===== config.mk =====
export PLATFORM = sky130hd
export DESIGN_NAME = fenotipo_serial_loader
export DESIGN_NICKNAME = d
export VERILOG_FILES = /design/src/rtl/fenotipo_pkg.sv /design/src/rtl/fenotipo_slicer.sv /design/src/rtl/fenotipo_serial_loader.sv
export SDC_FILE = /design/constraint.sdc
export NUM_CORES = 2
export LEC_CHECK = 0
export ABC_CLOCK_PERIOD_IN_PS = 72600
export CORE_ASPECT_RATIO = 0.75
export CORE_UTILIZATION = 40
export CTS_CLUSTER_DIAMETER = 80
export DETAILED_ROUTE_END_ITERATION = 10
export GPL_TIMING_DRIVEN = 0
export PLACE_DENSITY = 0.7
export SLEW_MARGIN = 20
export SYNTH_ARGS = -nofsm -noshare
export SYNTH_HDL_FRONTEND = slang
export SYNTH_SLANG_ARGS = --single-unit

===== constraint.sdc =====
create_clock -name clk -period 72.6 [get_ports clk]
set_clock_uncertainty 0.1 [all_clocks]
set_input_delay 21.78 -clock clk [delete_from_list [all_inputs] [get_ports clk]]
set_output_delay 21.78 -clock clk [all_outputs]
set_load 0.01 [all_outputs]

===== src/rtl/fenotipo_pkg.sv =====
// Shared constants, FSM state type and size helpers for the serial phenotype loader.
package fenotipo_pkg;

    localparam int DEF_N_LES    = 27;
    localparam int DEF_LE_BITS  = 15;
    localparam int DEF_N_OUTS   = 8;
    localparam int DEF_OUT_BITS = 6;
    localparam int DEF_WORD     = 8;
    localparam int DEF_CNT_W    = 16;

    typedef enum logic [1:0] {
        IDLE = 2'd0,
        LOAD = 2'd1,
        FULL = 2'd2
    } fen_state_t;

    function automatic int chrom_bits(input int n_les, input int le_bits,
                                      input int n_outs, input int out_bits);
        return n_les * le_bits + n_outs * out_bits;
    endfunction

    function automatic int n_words(input int bits, input int word);
        return (bits + word - 1) / word;
    endfunction

endpackage


===== src/rtl/fenotipo_slicer.sv =====
// Combinational mapping of the active chromosome onto LE and output-selector descriptors.
module fenotipo_slicer #(
    parameter int N_LES    = 27,
    parameter int LE_BITS  = 15,
    parameter int N_OUTS   = 8,
    parameter int OUT_BITS = 6
) (
    input  logic [N_LES*LE_BITS+N_OUTS*OUT_BITS-1:0] active,
    output logic [N_LES*LE_BITS-1:0]                 conf_les,
    output logic [N_OUTS*OUT_BITS-1:0]               conf_outs
);

    for (genvar i = 0; i < N_LES; i++) begin : g_le
        assign conf_les[i*LE_BITS +: LE_BITS] = active[i*LE_BITS +: LE_BITS];
    end

    // Output selectors sit directly above the LE block.
    for (genvar j = 0; j < N_OUTS; j++) begin : g_out
        assign conf_outs[j*OUT_BITS +: OUT_BITS] = active[N_LES*LE_BITS + j*OUT_BITS +: OUT_BITS];
    end

endmodule


===== src/rtl/fenotipo_serial_loader.sv =====
// Serial chromosome loader: beats fill a shadow register, commit copies it atomically to active.
module fenotipo_serial_loader
    import fenotipo_pkg::*;
#(
    parameter int N_LES    = DEF_N_LES,
    parameter int LE_BITS  = DEF_LE_BITS,
    parameter int N_OUTS   = DEF_N_OUTS,
    parameter int OUT_BITS = DEF_OUT_BITS,
    parameter int WORD     = DEF_WORD,
    parameter int CNT_W    = DEF_CNT_W
) (
    input  logic                       clk,
    input  logic                       rst,
    input  logic                       load_start,
    input  logic                       load_valid,
    input  logic [WORD-1:0]            load_data,
    output logic                       load_ready,
    output logic                       load_done,
    input  logic                       commit,
    output logic                       commit_err,
    output logic                       cfg_update,
    output logic                       cfg_valid,
    output logic [CNT_W-1:0]           gen_count,
    output logic [N_LES*LE_BITS-1:0]   conf_les,
    output logic [N_OUTS*OUT_BITS-1:0] conf_outs,
    output fen_state_t                 state
);

    localparam int CB = chrom_bits(N_LES, LE_BITS, N_OUTS, OUT_BITS);
    localparam int NW = n_words(CB, WORD);
    localparam int IW = (NW > 1) ? $clog2(NW) : 1;
    localparam logic [IW-1:0] LAST = IW'(NW - 1);

    // Handshake: a beat transfers on a rising edge where load_valid && load_ready;
    // load_start in the same cycle restarts the load and drops that beat.
    fen_state_t    state_next;
    logic [IW-1:0] cnt;
    logic [CB-1:0] shadow;
    logic [CB-1:0] active;
    logic          beat;
    logic          do_commit;

    assign beat      = load_valid && load_ready && !load_start;
    assign do_commit = commit && (state == FULL) && !load_start;

    always_ff @(posedge clk or posedge rst) begin
        if (rst) state <= IDLE;
        else     state <= state_next;
    end

    always_comb begin
        state_next = state;
        if (load_start) begin
            state_next = LOAD;
        end else begin
            case (state)
                LOAD:    if (beat && cnt == LAST) state_next = FULL;
                FULL:    if (commit) state_next = IDLE;
                default: state_next = state;
            endcase
        end
    end

    always_comb begin
        load_ready = (state == LOAD);
        load_done  = (state == FULL);
    end

    always_ff @(posedge clk or posedge rst) begin
        if (rst) begin
            cnt        <= '0;
            shadow     <= '0;
            active     <= '0;
            commit_err <= 1'b0;
            cfg_update <= 1'b0;
            cfg_valid  <= 1'b0;
            gen_count  <= '0;
        end else begin
            commit_err <= commit && !do_commit;
            cfg_update <= do_commit;
            if (load_start) begin
                cnt <= '0;
            end else if (beat) begin
                cnt <= cnt + IW'(1);
                // Bits of the last beat beyond the chromosome have no shadow slot.
                for (int b = 0; b < CB; b++) begin
                    if (cnt == IW'(b / WORD)) shadow[b] <= load_data[b % WORD];
                end
            end
            if (do_commit) begin
                active    <= shadow;
                gen_count <= gen_count + CNT_W'(1);
                cfg_valid <= 1'b1;
            end
        end
    end

    fenotipo_slicer #(
        .N_LES    (N_LES),
        .LE_BITS  (LE_BITS),
        .N_OUTS   (N_OUTS),
        .OUT_BITS (OUT_BITS)
    ) u_slicer (
        .active    (active),
        .conf_les  (conf_les),
        .conf_outs (conf_outs)
    );

endmodule

# --- Word-level counts from Yosys, hierarchy flattened ---
# Index checks and enable logic that the tools add are counted.
totals:
  wordCells: 202
  register_bits: 933
classes:
  n_mux: 6
  n_bitwise: 1
  n_reduce_logical: 69
  n_eq_ne: 60
  add_sub_neg: 2
ops:
  columns: ["cell", "n"]
  rows:
  - ["3-bit AND reduction", 58]
  - ["6-bit equality test, second input constant", 25]
  - ["6-bit by 5-bit equality test with 1-bit output, second input constant", 16]
  - ["6-bit by 4-bit equality test with 1-bit output, second input constant", 8]
  - ["6-bit by 3-bit equality test with 1-bit output, second input constant", 4]
  - ["16-bit by 1-bit adder with 16-bit output, second input constant", 1]
  - ["6-bit by 2-bit equality test with 1-bit output, second input constant", 2]
  - ["6-bit 2-to-1 mux", 2]
  - ["6-bit by 1-bit adder with 6-bit output, second input constant", 1]
  - ["6-bit by 1-bit equality test with 1-bit output, second input constant", 1]
  - ["1-bit logical AND", 6]
  - ["6-bit zero test", 1]
  - ["2-bit 2-to-1 mux", 3]
  - ["3-bit by 2-bit inequality test with 1-bit output, second input constant", 2]
  - ["2-bit one-hot mux with 2 select lines", 1]
  - ["3-bit nonzero test", 1]
  - ["2-bit by 1-bit equality test with 1-bit output, second input constant", 1]
  - ["2-bit equality test, second input constant", 1]
  - ["1-bit zero test", 2]
  - ["2-bit nonzero test", 1]
  - ["1-bit NOT", 1]

# --- Logic depth before layout (Yosys ltp) ---
depth:
  word_depth: 7
  ltp_mapped: 7
  ltp_nobuf: 5

# --- Cells and area by module ---
# A second synthesis with hierarchy kept.
hier_totals:
  cells_unflattened: 3531
  hier_area_um2: 38587.0
by_module_without_submodules:
  columns: ["mod", "seq_area_each_um2", "cells_each", "area_per_inst_um2", "instances"]
  rows:
  - ["fenotipo_serial_loader", 23347.4, 3078, 35186.2, 1]
  - ["fenotipo_slicer", 0.0, 453, 3400.8, 1]

# --- Worst setup path after synthesis ---
# No wires, ideal clock.
synth_path:
  path_kind: "input to register"
  startpoint: "input load_start"
  endpoint: "register active[259]"
  stages: 5
  path_buffers: 3
  setup_time_ns: 0.125
  path_slack_ns: 49.344
  t_arrival_ns: 23.031
  cell_sequence: "and4bb_2 > clkbuf_1 > clkbuf_1 > buf_2 > mux2_2"
synth_between:
  elab_chain_cells: 2
synth_lines:
  columns: ["element", "line", "source"]
  rows:
  - ["start: declaration", "fenotipo_serial_loader.sv:14", "input logic load_start,"]
  - ["1-bit zero test", "fenotipo_serial_loader.sv:44", "assign do_commit = commit && (state == FULL) && !load_start;"]
  - ["1-bit logical AND", "fenotipo_serial_loader.sv:44", null]
  - ["end signal: assignment", "fenotipo_serial_loader.sv:91", "active <= shadow;"]
  - ["end: declaration", "fenotipo_serial_loader.sv:39", "logic [CB-1:0] active;"]
# Every way passes these cells.
# A chain may end at the register's enable or synchronous reset.

# --- Worst setup path in the final report ---
layout_path:
  startpoint: "register state[0]"
  endpoint: "output load_ready"
layout_between:
  elab_chain_cells: 1
layout_lines:
  columns: ["element", "line", "source"]
  rows:
  - ["start: declaration", "fenotipo_serial_loader.sv:26", "output fen_state_t state"]
  - ["start signal: assignment", "fenotipo_serial_loader.sv:48", "else state <= state_next;"]
  - ["2-bit by 1-bit equality test with 1-bit output", "fenotipo_serial_loader.sv:65", "load_ready = (state == LOAD);"]
  - ["end: declaration", "fenotipo_serial_loader.sv:17", "output logic load_ready,"]
# Every way passes these cells.

==> flow_metrics.env <==
export IMPL_status="finished clean"
export IMPL_rr_endpoint="shadow[11]$_DFFE_PP0P_"
export IMPL_synth_warnings=0
export IMPL_drc=0
export IMPL_netlist_area_mm2=0.0351
export IMPL_vdd_drop_max_mv=0.0191
export IMPL_initial_core_util_pct=40.6
export IMPL_areaGrowthSynthToFinish_pct=27.2
export IMPL_ys_ff_latch=933
export IMPL_r2r_slack_ns=69.46
export IMPL_die_w_um=344
export IMPL_clockRootBuffer="clkbuf_16"
export IMPL_cts_path_max_buffers=3
export IMPL_synth_edf_count=0
export IMPL_p_total_mw=1.04
export IMPL_grt_pass1_vias=21700
export IMPL_clk_pin_slew_worst_paths_ns=0.06
export IMPL_drt_total_wl_mm=95.4
export IMPL_ctsHtreeMaxLevel=3
export IMPL_cellPowerDensity_mw_per_mm2=23.2
export IMPL_finalHoldViolations=0
export IMPL_synth_top_flop_cell="dfrtp_1"
export IMPL_rsz0062_at_grt="no"
export IMPL_rows=93
export IMPL_grt_pass1_wl_mm=143
export IMPL_antenna_found_initial=8
export IMPL_port_buffers=480
export IMPL_fin_crit_sh_pct=33.7
export IMPL_worstReg2RegStart="state[1]$_DFFE_PP0P_"
export IMPL_clk_latency_ns=0.66
export IMPL_cts_repair_resized=0
export IMPL_dieArea_mm2=0.0890
export IMPL_die_h_um=259
export IMPL_first_iter_violations=849
export IMPL_hp_start="cfg_valid$_DFFE_PP0P_"
export IMPL_setup_violations=0
export IMPL_required_ns=50.72
export IMPL_hold_path_endpoint="cfg_valid$_DFFE_PP0P_"
export IMPL_vias_per_cell=5.10
export IMPL_relSlewSlack_pct=27.9
export IMPL_hold_buffers=0
export IMPL_p_leak_nw=22.0
export IMPL_ys_types=35
export IMPL_core_area_mm2=0.0865
export IMPL_timing_fmax_mhz=40.8
export IMPL_cts_setup_buffers=0
export IMPL_synthArstFlopShare_pct=100
export IMPL_grt_total_usage_pct=21.6
export IMPL_cts_buffers=93
export IMPL_synthCells=2127
export IMPL_cts_sinks=933
export IMPL_nNetsFinal=2729
export IMPL_grt_start_max_net_pins=112
export IMPL_fin_setup_tns_ns=0
export IMPL_syn_avg_cell_area_um2=16.5
export IMPL_io_pins=489
export IMPL_drv_cap=0
export IMPL_period_needed_ns=24.49
export IMPL_cp_end_kind="output port"
export IMPL_reg2regPathDepth=4
export IMPL_drtAntennaViolNets=0
export IMPL_grt_ovfl_total=0
export IMPL_hold_class="reg2reg"
export IMPL_drive_gt1_share_pct=41.4
export IMPL_vias=20000
export IMPL_whs_path_depth=1
export IMPL_drv_slew=0
export IMPL_worst_pin_slew_ns=1.08
export IMPL_crit_fanout=10
export IMPL_path_class="reg2out"
export IMPL_synth_nets=2145
export IMPL_crit_arrival_ns=2.61
export IMPL_cts_tree="yes"
export IMPL_wl_per_cell_um=24.3
export IMPL_critPathLaunchType="flip-flop"
export IMPL_hpwl_mm=66.6
export IMPL_drt_first_pass_iters=4
export IMPL_yosysSeqAreaShare_pct=66.4
export IMPL_gp_congestion=0.810
[cells in the final DEF (no fill, tap or decap), types with 10 or more instances in the layout]
cell type        netlist  final
buf_2                 57     58
clkbuf_16              0     95
nand2_1               31     31
dfrtp_1              933    933
nand3_1               21     21
mux2_2               897    897
mux2_1                10     10
clkdlybuf4s50_1        0    480
clkbuf_8               0     27
clkbuf_1              59     70
nor2_2                16     16
clkinv_2               0     19
xor2_1                11     11
nor2_1                13     13
[power by group]
group	switching (mW)	internal [mW]	leakage, nW
sequential	0.00297	0.526	13.0
clock	0.203	0.275	1.53
combinational	0.0223	0.00746	7.47
total	0.229	0.809	22.0
[metrics by stage]
step                area (um^2)  setup WS, ns  instances  hold slack (ns)  util (%)
floorplan                 35100         24.48       2127            0.359         -
global placement          41400         16.22       3747            0.351      47.8
detailed placement        41600         47.37       3756            0.358      48.1
CTS                       44700         48.07       3920            0.374      51.7
global route              44700         47.97       3920            0.388      51.7
finish                    44700         48.11       3922            0.368      51.7
[area by class of cell]
| class | count | area, um^2 |
|---|---|---|
| Antenna cell | 2 | 5.00 |
| Fill cell | 7013 | 41800 |
| Clock buffer | 135 | 2800 |
| Inverter | 5 | 26.3 |
| Timing Repair Buffer | 489 | 5050 |
| Multi-Input combinational cell | 1069 | 11200 |
| Buffer | 120 | 526 |
| Tap cell | 1140 | 1430 |
| Clock inverter | 29 | 275 |
| Sequential cell | 933 | 23300 |
[cells in the mapped netlist (all sizes together), types with 2 or more instances]
cell type / n / area [um^2]
xor2: 11 / 96.3
nand2b: 2 / 12.5
and3: 7 / 43.8
o21ai: 2 / 10.0
dfrtp: 933 / 23300
nor3: 4 / 25.0
buf: 61 / 300
nor2: 29 / 149
clkbuf: 59 / 221
and2: 3 / 18.8
inv: 5 / 18.8
xnor2: 8 / 70.1
ha: 5 / 62.6
and4bb: 2 / 25.0
nand2: 31 / 116
a21oi: 2 / 10.0
nand3: 30 / 195
nand4: 9 / 56.3
nor4b: 3 / 45.0
nor2b: 6 / 37.5
mux2: 907 / 10200
[worst max-delay path by stage]
| stage | slack, ns | cells past startpoint | startpoint | endpoint |
|---|---|---|---|---|
| 6_report | 48.11 | 4 | state[0]$_DFFE_PP0P_ | load_ready |
| 4_1_cts | 48.07 | 4 | state[0]$_DFFE_PP0P_ | load_ready |
| 3_3_place_gp | 16.22 | 2 | rst | shadow[433]$_DFFE_PP0P_ |
| 3_5_place_dp | 47.37 | 5 | load_start | shadow[8]$_DFFE_PP0P_ |
| 2_1_floorplan | 24.48 | 1 | rst | active[0]$_DFFE_PP0P_ |
| 5_1_grt | 47.97 | 4 | state[0]$_DFFE_PP0P_ | load_ready |
[critical path, cell delays in order, from the launching register on]
cell and delay [ns]:
dfrtp_1 0.56, buf_2 0.38, inv_2 0.14, nor2_1 0.13, clkdlybuf4s50_1 0.73
[registers in the layout, summed over array words and instances, names as in the netlist]
register	count
commit_err	1
shadow	453
cfg_update	1
gen_count	16
cnt	6
active	453
cfg_valid	1
state	2
[kinds of logic (layout without fill, tap and decap cells)]
kind of cell	Yosys count	count (layout)	share of synthesized area [%]
compound gates	6	6	0.0997
xor+xnor	19	19	0.474
fa+ha+maj	5	5	0.178
buf+inv	125	778	1.54
flops	933	933	66.4
mux	907	907	29.1
other cells	0	2	0
simple gates	132	132	2.20
[routing by layer]
metal | global-route usage (%) | part of all wire [%] | up-vias
li1 | - | - | 8696
met1 | 29.7 | 45 | 10700
met2 | 34.4 | 47 | 462
met3 | 6.00 | 6.4 | 110
met4 | 4.66 | 1.7 | 4
met5 | 0 | 0.024 | -
No activity file was read; power rests on OpenSTA's default activity.
